<file path="src/rtl/control_sequencer_pkg.sv">
// control_sequencer_pkg
//   Shared definitions for the instruction ROM/PC block, the control
//   sequencer and the datapath.
//   Contents:
//     - instruction geometry (opcode width, register-field width, field count)
//     - opcode constants
//     - register / bus-source codes
//     - sequencer state enum
//     - field-extraction helpers for the instruction word {op, rx, ry}
package control_sequencer_pkg;

  localparam int OP_SIZE  = 4;
  localparam int ARG_SIZE = 3;
  localparam int ARG_NUM  = 2;
  localparam int NUM_REGS = 6;
  localparam int ADDR_W   = 4;
  localparam int INSTR_W  = OP_SIZE + ARG_NUM * ARG_SIZE;

  // Opcodes
  localparam logic [OP_SIZE-1:0] OP_LOAD = 4'b0000;
  localparam logic [OP_SIZE-1:0] OP_MOVE = 4'b0001;
  localparam logic [OP_SIZE-1:0] OP_ADD  = 4'b0010;
  localparam logic [OP_SIZE-1:0] OP_XOR  = 4'b0011;
  localparam logic [OP_SIZE-1:0] OP_BR   = 4'b1000;

  // Register codes; also used as bus source selects.
  // NA doubles as "external data" on the bus.
  localparam logic [ARG_SIZE-1:0] NA    = 3'b000;
  localparam logic [ARG_SIZE-1:0] R1    = 3'b001;
  localparam logic [ARG_SIZE-1:0] R2    = 3'b010;
  localparam logic [ARG_SIZE-1:0] R3    = 3'b011;
  localparam logic [ARG_SIZE-1:0] R4    = 3'b100;
  localparam logic [ARG_SIZE-1:0] R5    = 3'b101;
  localparam logic [ARG_SIZE-1:0] R6    = 3'b110;
  localparam logic [ARG_SIZE-1:0] REG_G = 3'b111;

  typedef enum logic [2:0] {
    IDLE   = 3'd0,
    DECODE = 3'd1,
    T1     = 3'd2,
    T2     = 3'd3,
    T3     = 3'd4
  } state_t;

  function automatic logic [OP_SIZE-1:0] instr_op(input logic [INSTR_W-1:0] w);
    return w[INSTR_W-1 -: OP_SIZE];
  endfunction

  function automatic logic [ARG_SIZE-1:0] instr_rx(input logic [INSTR_W-1:0] w);
    return w[2*ARG_SIZE-1 -: ARG_SIZE];
  endfunction

  function automatic logic [ARG_SIZE-1:0] instr_ry(input logic [INSTR_W-1:0] w);
    return w[ARG_SIZE-1:0];
  endfunction

  // ADD and XOR share the three-cycle A/G sequence.
  function automatic logic is_alu_op(input logic [OP_SIZE-1:0] op);
    return (op == OP_ADD) || (op == OP_XOR);
  endfunction

endpackage

</file>
<file path="src/rtl/control_sequencer_reg_decoder.sv">
// reg_decoder
//   Converts a 3-bit register code into a one-hot register write enable.
//   Code n (1..NUM_REGS) sets bit n-1; codes 000 (external/none) and 111 (G)
//   select no general register and give an all-zero vector.
//   Ports:
//     code   in   ARG_SIZE  register code
//     wr_en  out  NUM_REGS  one-hot write enable (bit i-1 = Ri)
module reg_decoder
  import control_sequencer_pkg::*;
#(
  parameter int CODE_W = ARG_SIZE,
  parameter int N_REGS = NUM_REGS
) (
  input  logic [CODE_W-1:0] code,
  output logic [N_REGS-1:0] wr_en
);

  generate
    for (genvar gi = 0; gi < N_REGS; gi++) begin : g_dec
      assign wr_en[gi] = (code == CODE_W'(gi + 1));
    end
  endgenerate

endmodule

</file>
<file path="src/rtl/control_sequencer.sv">
// control_sequencer
//   Execution-side sequencer for the small accumulator-style datapath.
//   Latches the ROM word in DECODE, then runs it over 1-3 execute cycles
//   (T1..T3), driving register-file, A/G latch and ALU controls, and finally
//   hands the ROM a done pulse (PC+1) or a branch/branchaddress pair.
//   Every output is a register whose value is a function of the state being
//   entered and the IR value held in that state, so nothing from run or
//   instruction reaches an output combinationally.
//   Ports:
//     clk            in   1         system clock, rising edge
//     rst            in   1         asynchronous active-low reset
//     run            in   1         execute when high; halt after current instr when low
//     instruction    in   INSTR_W   current ROM word {op, rx, ry}
//     done           out  1         one-cycle pulse, ROM advances PC
//     branch         out  1         one-cycle pulse, ROM loads PC from branchaddress
//     branchaddress  out  4         branch target
//     busy           out  1         high whenever not IDLE
//     bus_sel        out  3         bus source: 000 ext, 001..110 R1..R6, 111 G
//     reg_wr         out  NUM_REGS  one-hot register write enable
//     a_wr           out  1         load A from bus
//     g_wr           out  1         load G from ALU result
//     alu_op         out  1         0 = A+bus, 1 = A^bus
module control_sequencer
  import control_sequencer_pkg::*;
#(
  parameter int OP_W   = OP_SIZE,
  parameter int ARG_W  = ARG_SIZE,
  parameter int N_ARGS = ARG_NUM,
  parameter int N_REGS = NUM_REGS
) (
  input  logic                        clk,
  input  logic                        rst,
  input  logic                        run,
  input  logic [OP_W+N_ARGS*ARG_W-1:0] instruction,
  output logic                        done,
  output logic                        branch,
  output logic [ADDR_W-1:0]           branchaddress,
  output logic                        busy,
  output logic [ARG_W-1:0]            bus_sel,
  output logic [N_REGS-1:0]           reg_wr,
  output logic                        a_wr,
  output logic                        g_wr,
  output logic                        alu_op
);

  state_t               state_reg;
  logic [INSTR_W-1:0]   ir_reg;

  // Write enables for the two places a destination is decoded: the incoming
  // word (entering T1 from DECODE) and the held IR (entering T3).
  logic [N_REGS-1:0]    wr_from_instr;
  logic [N_REGS-1:0]    wr_from_ir;

  logic [OP_SIZE-1:0]   in_op;
  logic [ARG_SIZE-1:0]  in_rx;
  logic [ARG_SIZE-1:0]  in_ry;
  logic [OP_SIZE-1:0]   ir_op;
  logic [ARG_SIZE-1:0]  ir_rx;
  logic [ARG_SIZE-1:0]  ir_ry;

  assign in_op = instr_op(instruction);
  assign in_rx = instr_rx(instruction);
  assign in_ry = instr_ry(instruction);
  assign ir_op = instr_op(ir_reg);
  assign ir_rx = instr_rx(ir_reg);
  assign ir_ry = instr_ry(ir_reg);

  reg_decoder #(.CODE_W(ARG_W), .N_REGS(N_REGS)) u_dec_instr (
    .code  (in_rx),
    .wr_en (wr_from_instr)
  );

  reg_decoder #(.CODE_W(ARG_W), .N_REGS(N_REGS)) u_dec_ir (
    .code  (ir_rx),
    .wr_en (wr_from_ir)
  );

  always_ff @(posedge clk or negedge rst) begin
    if (!rst) begin
      state_reg     <= IDLE;
      ir_reg        <= '0;
      done          <= 1'b0;
      branch        <= 1'b0;
      branchaddress <= '0;
      busy          <= 1'b0;
      bus_sel       <= NA;
      reg_wr        <= '0;
      a_wr          <= 1'b0;
      g_wr          <= 1'b0;
      alu_op        <= 1'b0;
    end else begin
      // Pulses and enables default low every cycle; branchaddress holds
      // its last target since the ROM only samples it with branch.
      done    <= 1'b0;
      branch  <= 1'b0;
      bus_sel <= NA;
      reg_wr  <= '0;
      a_wr    <= 1'b0;
      g_wr    <= 1'b0;
      alu_op  <= 1'b0;

      case (state_reg)
        IDLE: begin
          if (run) begin
            state_reg <= DECODE;
            busy      <= 1'b1;
          end else begin
            busy      <= 1'b0;
          end
        end

        DECODE: begin
          // The ROM may move on after done, so capture the word now and
          // set up the T1 outputs from it.
          ir_reg    <= instruction;
          state_reg <= T1;
          busy      <= 1'b1;
          case (in_op)
            OP_LOAD: begin
              bus_sel <= NA;
              reg_wr  <= wr_from_instr;
              done    <= 1'b1;
            end
            OP_MOVE: begin
              bus_sel <= in_ry;
              reg_wr  <= wr_from_instr;
              done    <= 1'b1;
            end
            OP_ADD, OP_XOR: begin
              bus_sel <= in_rx;
              a_wr    <= 1'b1;
            end
            OP_BR: begin
              branch        <= 1'b1;
              branchaddress <= instruction[ADDR_W-1:0];
            end
            default: begin
              done <= 1'b1;
            end
          endcase
        end

        T1: begin
          if (is_alu_op(ir_op)) begin
            state_reg <= T2;
            busy      <= 1'b1;
            bus_sel   <= ir_ry;
            alu_op    <= ir_op[0];
            g_wr      <= 1'b1;
          end else begin
            // done/branch was high in T1: fetch next or halt.
            state_reg <= run ? DECODE : IDLE;
            busy      <= run;
          end
        end

        T2: begin
          state_reg <= T3;
          busy      <= 1'b1;
          bus_sel   <= REG_G;
          reg_wr    <= wr_from_ir;
          done      <= 1'b1;
        end

        T3: begin
          state_reg <= run ? DECODE : IDLE;
          busy      <= run;
        end

        default: begin
          state_reg <= IDLE;
          busy      <= 1'b0;
        end
      endcase
    end
  end

endmodule

</file>
<file path="config.mk">
export PLATFORM = sky130hd
export DESIGN_NAME = control_sequencer
export DESIGN_NICKNAME = d
export VERILOG_FILES = /design/src/rtl/control_sequencer_pkg.sv /design/src/rtl/control_sequencer_reg_decoder.sv /design/src/rtl/control_sequencer.sv
export SDC_FILE = /design/constraint.sdc
export NUM_CORES = 1
export LEC_CHECK = 0
export ABC_CLOCK_PERIOD_IN_PS = 1550
export CAP_MARGIN = 25
export CORE_ASPECT_RATIO = 0.6
export CORE_MARGIN = 3
export CORE_UTILIZATION = 50
export CTS_BUF_LIST = sky130_fd_sc_hd__clkbuf_4
export DETAILED_ROUTE_END_ITERATION = 10
export HOLD_SLACK_MARGIN = 0.05
export PLACE_DENSITY = 0.92
export SYNTH_ARGS = -nofsm -noshare
export SYNTH_HDL_FRONTEND = slang
export SYNTH_SLANG_ARGS = --single-unit
</file>
<file path="constraint.sdc">
create_clock -name clk -period 1.55 [get_ports clk]
set_input_delay 0.31 -clock clk [delete_from_list [all_inputs] [get_ports clk]]
set_output_delay 0.31 -clock clk [all_outputs]
set_load 0.005 [all_outputs]
</file>
==> Word-level counts from Yosys, hierarchy flattened <==
Cells that the tools add are included.
{ "totals": {"ff_bits": 32, "input_bits": 13, "out_inout_bits": 19, "wordCells": 64} }
{ "classes": {"n_eq_ne": 23, "muxes": 22, "reduce_logical": 8} }
{ "op_table": {"columns": ["operator", "count"], "rows": [
  ["equality test 3 bit, second input constant", 7],
  ["equality test 3 x 2 -> 1 bit, second input constant", 6],
  ["equality test 4 x 2 -> 1 bit, second input constant", 4],
  ["one-hot mux 3 bit (5 select lines)", 1],
  ["two-way mux 1 bit", 12],
  ["one-hot mux 6 bit (2 select lines)", 1],
  ["equality test 3 x 1 -> 1 bit, second input constant", 3],
  ["one-hot mux 3 bit (3 select lines)", 1],
  ["two-way mux 3 bit", 2],
  ["two-way mux 6 bit", 1],
  ["one-hot mux 3 bit (2 select lines)", 1],
  ["OR reduction 2 bit", 3],
  ["equality test 4 x 1 -> 1 bit, second input constant", 1],
  ["equality test 4 bit, second input constant", 1],
  ["logical NOT 4 bit", 1],
  ["one-hot mux 1 bit (4 select lines)", 1],
  ["logical NOT 3 bit", 1],
  ["OR reduction 3 bit", 1],
  ["two-way mux 2 bit", 1],
  ["!= test 2 bit, second input constant", 1],
  ["one-hot mux 1 bit (2 select lines)", 1],
  ["AND reduction 2 bit", 1],
  ["logical OR 1 bit", 1]
]} }

==> Depth between registers and ports, before layout <==
Gate-level depths: netlist (run 1).
{ "depth": {"word_depth": 4, "depth_mapped": 5, "mapped_depth_nobuf": 4} }

==> By module <==
A second synthesis (run 1) with hierarchy kept.
{ "hier_totals": {"cells_unflattened": 112, "area_unflattened_um2": 1400.1} }
{ "by_module_without_submodules": {"columns": ["module", "n_inst", "cells_per_inst", "area_each_um2"], "rows": [
  ["control_sequencer", 1, 100, 1295.0],
  ["reg_decoder", 2, 6, 52.6]
]} }

==> Worst setup path after synthesis (run 1) <==
Ideal clock, no wire load.
{ "synth_timing": {"path_kind": "flip-flop to flip-flop", "startpoint": "register state_reg[1]", "endpoint": "register bus_sel[2]", "setup_ps": 67, "arrival_ps": 1340, "required_ps": 1483, "slack_ps": 143, "stages_incl_launch_ff": 5, "path_buffers": 1, "synth_period_minus_slack_ps": 1407, "cell_sequence": "dfrtp_1 > or3b_1 > buf_2 > o41ai_1 > a221o_1"} }
{ "synth_via": {"elab_chain_len": 2, "elab_cells_between_ends": 4} }
{ "synth_lines": {"columns": ["item", "line_no", "source"], "rows": [
  ["start, declared", "control_sequencer.sv:46", "state_t state_reg;"],
  ["start signal, assigned", "control_sequencer.sv:152", "state_reg <= run ? DECODE : IDLE;"],
  ["start signal, assigned", "control_sequencer.sv:166", "state_reg <= run ? DECODE : IDLE;"],
  ["equality test 3 x 2 -> 1 bit / equality test 3 x 1 -> 1 bit (equally long branches)", "control_sequencer.sv:102", "case (state_reg)"],
  ["one-hot mux 3 bit (3 select lines) (*)", "control_sequencer.sv:102", null],
  ["end signal, assigned", "control_sequencer.sv:125", "bus_sel <= in_ry;"],
  ["end signal, assigned", "control_sequencer.sv:130", "bus_sel <= in_rx;"],
  ["end signal, assigned", "control_sequencer.sv:147", "bus_sel <= ir_ry;"],
  ["end, declared", "control_sequencer.sv:39", "output logic [ARG_W-1:0] bus_sel,"]
]} }
Mark *: on every way between the ends. The rest lies on a longest branch, timed or not.
A chain may end at the register's enable or synchronous reset.

==> Worst setup path after layout (run 1) <==
{ "layout_timing": {"startpoint": "register reg_wr[3]", "endpoint": "output reg_wr[3]"} }
{ "layout_lines": {"columns": ["item", "line_no", "source"], "rows": [
  ["start, declared", "control_sequencer.sv:40", "output logic [N_REGS-1:0] reg_wr,"],
  ["start signal, assigned", "control_sequencer.sv:121", "reg_wr <= wr_from_instr;"],
  ["start signal, assigned", "control_sequencer.sv:126", "reg_wr <= wr_from_instr;"],
  ["start signal, assigned", "control_sequencer.sv:161", "reg_wr <= wr_from_ir;"]
]} }
No word-level cell between the ends.

==> results of run 1 <==
## path summary, 6_finish.rpt
kind | from | to | slack (ns) | cells past startpoint
min | rst | reg_wr[4] | 0.35 | 2
max | reg_wr[3] | reg_wr[3] | 0.06 | 1
max in group asynchronous | rst | branch | 0.91 | 2
min in group clk | ir_reg[6] | ir_reg[6] | 0.48 | 2
min reg2reg | ir_reg[6] | ir_reg[6] | 0.48 | 2
max reg2reg | state_reg[2] | branchaddress[3] | 0.08 | 4
## routing by layer
metal	routed length (um)	track usage, %	up-vias
met5	0	0	-
met4	75	13.5	0
met3	277	9.78	7
met2	1510	35.4	54
met1	1290	25.2	534
li1	-	-	519
## where the power goes
part | switching, mW | internal (mW) | total, mW
Combinational | 0.433 | 0.553 | 0.985
Sequential | 0.178 | 1.10 | 1.27
Clock | 0.271 | 0.209 | 0.480
Total | 0.882 | 1.86 | 2.74
## layout make-up
| type | count | area [um^2] | area share [%] |
|---|---|---|---|
| clock inverters | 1 | 3.75 | 0.201 |
| multi-input cells | 75 | 470 | 25.2 |
| clock buffers | 7 | 52.6 | 2.81 |
| repair buffers | 52 | 480 | 25.7 |
| flip-flops and latches | 32 | 801 | 42.9 |
| inverters | 6 | 22.5 | 1.21 |
| well taps | 30 | 37.5 | 2.01 |
## placed cells by master (no fill, tap or decap), types with 2 or more instances in the layout
cell,Yosys,final
nand3_1,2,2
dfrtp_1,32,32
o41ai_2,0,2
inv_1,6,6
nand2b_1,5,5
clkdlybuf4s50_1,0,26
a221o_1,3,3
buf_4,0,21
clkbuf_4,0,7
mux2_2,4,4
o31ai_1,2,2
nand2_1,31,31
nor3_1,3,3
o22ai_1,2,2
o21ai_0,4,4
o32ai_1,2,2
dlymetal6s2s_1,0,5
## stage by stage
step           setup slack, ns  utilization [%]  instance area (um^2)  total power, mW  cells
3_3_place_gp            -0.301             76.1                  1750             2.14    191
3_5_place_dp            -0.371             76.1                  1750             2.22    191
2_1_floorplan            0.143                -                  1290             1.68    117
5_1_grt                -0.0216             81.5                  1870             2.91    203
4_1_cts                0.00804             79.5                  1820             2.72    199
6_report                0.0587             81.5                  1870             2.74    203
## logic make-up (layout without fill, tap and decap cells)
logic type / Yosys count / in the layout / synth area share [%]
AND/OR/NAND/NOR: 52 / 52 / 19.8
flip-flops: 32 / 32 / 62.2
AO/OA/AOI/OAI: 19 / 19 / 11.4
buffers and inverters: 10 / 66 / 3.11
multiplexers: 4 / 4 / 3.50
## what timing repair did
| action | CTS | global route |
|---|---|---|
| gates resized for setup | 3 | 6 |
| setup endpoints to repair | 2 | 8 |
| gates cloned | 0 | 0 |
| pin swaps | 0 | 1 |
| setup buffers | 0 | 4 |
==> flow_metrics.py, run 1 <==
metrics = {
    "placement": {
        "portBuffers": 31,
        "routabilityCongestion": 0.827,
        "dpl.hpwl_um": 2280,
    },
    "routing": {
        "wl_um": 3150,
        "first_iter_violations": 99,
        "vias": 1114,
        "via_per_inst": 5.49,
        "ant_nets": 0,
        "dr.pass1.iters": 4,
        "wl_per_cell_um": 15.5,
        "drc_errors": 0,
    },
    "finish": {
        "syn2layout_area_growth_pct": 45.1,
        "nFillCells": 121,
        "drive_gt1_share_pct": 22.5,
        "diodes": 0,
        "largest_reg_flops": 10,
        "nNetsFinal": 185,
    },
    "clock_tree": {
        "cts_tree": "done",
        "htreeDepth": 2,
        "cts_sinks": 32,
        "path_clk_slew_ns": 0.09,
        "clockBufferDepth": 2,
        "cts_hold_buf": 0,
        "root_buffer": "clkbuf_4",
        "clkLatencyLatePin_ns": 0.33,
        "numCtsBuffers": 5,
    },
    "global_route": {
        "grt_antenna_before_repair": 0,
        "overflow": 0,
        "grt_pass1_vias": 1066,
        "grt_max_degree": 33,
        "grt_pass1_wl_um": 5040,
        "grt_use_total_pct": 22.2,
    },
    "timing": {
        "finalSetupViolCount": 0,
        "worstMarginPinSlew_ns": 0.390,
        "skew_ns": 0.00716,
        "slew_violations": 0,
        "fmax_ghz": 0.671,
        "maxSlewHeadroom_pct": 73.6,
        "final.setup.tns_ns": 0,
        "finalHoldViolCount": 0,
        "whs_ns": 0.352,
        "post-route-period-util_pct": 96.2,
        "layout_min_cycle_time_ns": 1.49,
    },
    "floorplan": {
        "num_io_pins": 32,
        "rows": 13,
        "die_y_um": 45.3,
        "die_area_um2": 3240,
        "start_util_pct": 56.1,
        "core_area_um2": 2290,
        "die_x_um": 71.5,
    },
    "synthesis": {
        "yosys-top-cells-area": "dfrtp_1 62%, nand2_1 9.0%, mux2_2 3.5%, nand2b_1 2.4%, a221o_1 2.3%",
        "syn_area_um2": 1290,
        "synth_most_common_cell": "dfrtp_1",
        "syn_inst": 117,
        "synthDistinctLibCells": 28,
        "synth_edf_count": 0,
        "synth.yosys.warnings": 0,
        "ys_seq_area_share_pct": 62.2,
        "syn_area_per_cell_um2": 11.0,
        "async_flop_share_pct": 100,
        "synth.largest_area_cell": "dfrtp_1",
        "yosysTopAreaCellShare_pct": 62.2,
        "ys_ff_latch": 32,
        "synth_nets": 130,
        "yosys-top-cells-count": "32 x dfrtp_1, 31 x nand2_1, 6 x inv_1",
        "synth_flop_cell": "dfrtp_1",
    },
    "worst_setup_path": {
        "startpoint_type": "flop",
        "cp_num_buf_inv": 1,
        "worst_path_max_delay_cell": "clkdlybuf4s50_1",
        "required_ns": 1.24,
        "crit_type": "flop to primary output",
        "cp-end-kind": "primary output",
        "worstPathArrival_ns": 1.18,
        "crit_chain": "clkdlybuf4s50_1",
        "cp_top_family": "buffers and inverters",
        "slowest_delay_ns": 0.51,
        "path_max_fanout": 1,
    },
    "pwr": {
        "power.leakage_nw": 0.963,
        "ir_drop_mv": 0.856,
        "power_density_nw_per_um2": 1470,
    },
    "hold_path": {
        "min_path_type": "input port to async pin",
    },
    "outcome": {
        "run_status": "completed",
    },
    "job": {
        "drv_cap": 0,
    },
}
No activity file was read; power rests on OpenSTA's default activity.
==> run 2: changes to the inputs <==
--- a/config.mk
+++ b/config.mk
@@ -5,7 +5,6 @@
 export SDC_FILE = /design/constraint.sdc
 export NUM_CORES = 1
 export LEC_CHECK = 0
-export ABC_CLOCK_PERIOD_IN_PS = 1550
 export CAP_MARGIN = 25
 export CORE_ASPECT_RATIO = 0.6
 export CORE_MARGIN = 3
==> results of run 2 <==
No change in the layout: final DEF, timing and power equal those of run 1.
==> run 3: changes to the inputs <==
--- a/config.mk
+++ b/config.mk
@@ -13,6 +13,7 @@
 export DETAILED_ROUTE_END_ITERATION = 10
 export HOLD_SLACK_MARGIN = 0.05
 export PLACE_DENSITY = 0.92
+export REMOVE_ABC_BUFFERS = 1
 export SYNTH_ARGS = -nofsm -noshare
 export SYNTH_HDL_FRONTEND = slang
 export SYNTH_SLANG_ARGS = --single-unit
==> flow_metrics.py, run 3 (synthesized netlist as in run 1, its figures left out) <==
metrics = {
    "worst_setup_path": {
        "worstReg2RegEnd": "a_wr",
        "crit_type": "flop to primary output",
        "worstPathArrival_ns": 1.21,
        "cp_top_family": "buffers and inverters",
        "rrSetupSlack_ns": 0.05,
        "reg2regPathDepth": 3,
        "cp_num_buf_inv": 1,
        "startpoint_type": "flop",
        "path_max_fanout": 2,
        "r2r_start": "state_reg[2]",
        "cp-end-kind": "primary output",
        "slowest_delay_ns": 0.51,
        "crit_start": "branchaddress[1]",
        "crit_chain": "clkdlybuf4s50_1",
        "crit_cells": 1,
        "required_ns": 1.24,
        "endpoint": "branchaddress[1]",
        "worst_path_max_delay_cell": "clkdlybuf4s50_1",
    },
    "routing": {
        "vias": 1157,
        "ant_nets": 0,
        "first_iter_violations": 126,
        "wl_um": 3460,
        "dr.pass1.iters": 4,
        "via_per_inst": 5.79,
        "wl_per_cell_um": 17.3,
        "drc_errors": 0,
    },
    "finish": {
        "final_cell_area_um2": 1860,
        "seqCellArea_um2": 802,
        "diodes": 0,
        "mostFrequentLayoutCells": "31 x nand2_1, 31 x dfrtp_1, 30 x clkdlybuf4s50_1",
        "largest_reg_flops": 10,
        "stdcell_count": 200,
        "multi_input_area_um2": 475,
        "nNetsFinal": 182,
        "syn2layout_area_growth_pct": 44.5,
        "nFillCells": 137,
        "final_util_pct": 81.1,
        "drive_gt1_share_pct": 21.8,
    },
    "pwr": {
        "p_switching_uw": 929,
        "power.leakage_nw": 0.899,
        "power_density_nw_per_um2": 1550,
        "switching_share_pct": 32.2,
        "ir_drop_mv": 0.996,
        "pwr-share-comb_pct": 33.7,
        "internal-power_mw": 1.96,
        "power.total_mw": 2.89,
        "seqPwrFrac_pct": 45.1,
        "clkPwrFrac_pct": 21.2,
    },
    "clock_tree": {
        "clkLatencyLatePin_ns": 0.34,
        "root_buffer": "clkbuf_4",
        "cts_sinks": 32,
        "numCtsBuffers": 5,
        "htreeDepth": 2,
        "cts_tree": "done",
        "clockBufferDepth": 2,
        "path_clk_slew_ns": 0.11,
    },
    "placement": {
        "dpl.hpwl_um": 2310,
        "portBuffers": 31,
        "routabilityCongestion": 0.832,
        "placedCellCount": 190,
        "placed_area_um2": 1740,
    },
    "floorplan": {
        "die_y_um": 45.3,
        "start_util_pct": 56.1,
        "rows": 13,
        "die_area_um2": 3240,
        "core_area_um2": 2290,
        "num_io_pins": 32,
        "die_x_um": 71.5,
    },
    "timing": {
        "slew_violations": 0,
        "fmax_ghz": 0.656,
        "finalHoldViolCount": 0,
        "skew_ns": 0.0163,
        "layout_min_cycle_time_ns": 1.52,
        "finalSetupViolCount": 0,
        "final.setup.tns_ns": 0,
        "worstMarginPinSlew_ns": 0.403,
        "post-route-period-util_pct": 98.3,
        "maxSlewHeadroom_pct": 72.8,
    },
    "job": {
        "drv_cap": 0,
    },
    "global_route": {
        "grt_pass1_wl_um": 5190,
        "grt_pass1_vias": 1135,
        "grt_antenna_before_repair": 0,
        "grt_max_degree": 33,
        "grt_use_total_pct": 21.8,
        "overflow": 0,
    },
    "hold_path": {
        "min_path_type": "input port to async pin",
    },
    "outcome": {
        "run_status": "completed",
    },
}
[run 3: power groups by stage]
stage,Combinational (mW),Sequential [mW],Clock [mW]
2_1_floorplan,0.393,1.27,0
3_3_place_gp,0.859,1.26,0
3_5_place_dp,0.902,1.29,0
4_1_cts,0.914,1.28,0.610
5_1_grt,1.06,1.32,0.657
6_report,0.973,1.30,0.612
[run 3: final cells by class]
class | count | share of cell area (%)
flip-flops and latches | 32 | 43.1
repair buffers | 49 | 24.1
clock inverters | 3 | 2.02
clock buffers | 5 | 2.02
multi-input cells | 75 | 25.6
well taps | 30 | 2.02
inverters | 6 | 1.21
[run 3: timing repair]
action	CTS	global route
pin swaps	0	1
gates resized for setup	1	6
setup buffers	0	2
hold buffers	0	0
setup endpoints to repair	4	11
[run 3: stage by stage]
step                      hold WS [ns]  setup slack (ns)
after floorplan                 0.0144            -0.285
after global placement           0.449            -0.266
after detailed placement         0.467            -0.274
after CTS                        0.371          -0.00549
after global routing             0.381           -0.0161
final                            0.357            0.0264
[run 3: worst min-delay path by stage]
stage / to / slack [ns] / depth (start not counted)
after floorplan: a_wr / 0.01 / 0
after global placement: ir_reg[6] / 0.45 / 2
after detailed placement: ir_reg[6] / 0.47 / 2
after CTS: reg_wr[1] / 0.37 / 2
after global routing: reg_wr[1] / 0.38 / 2
final: ir_reg[3] / 0.36 / 2
[run 3: worst reg2reg max path, cell delays in order, from the launching register on]
cell	delay, ns
dfrtp_2	0.46
or3b_4	0.42
buf_4	0.20
nor3_1	0.29
[run 3: layer usage]
metal	up-vias	GRT usage, %	part of all wire (%)
li1	510	-	-
met1	558	26.5	42
met2	75	37.6	47
met3	14	6.00	8.1
met4	0	8.99	3.2
met5	-	0	0
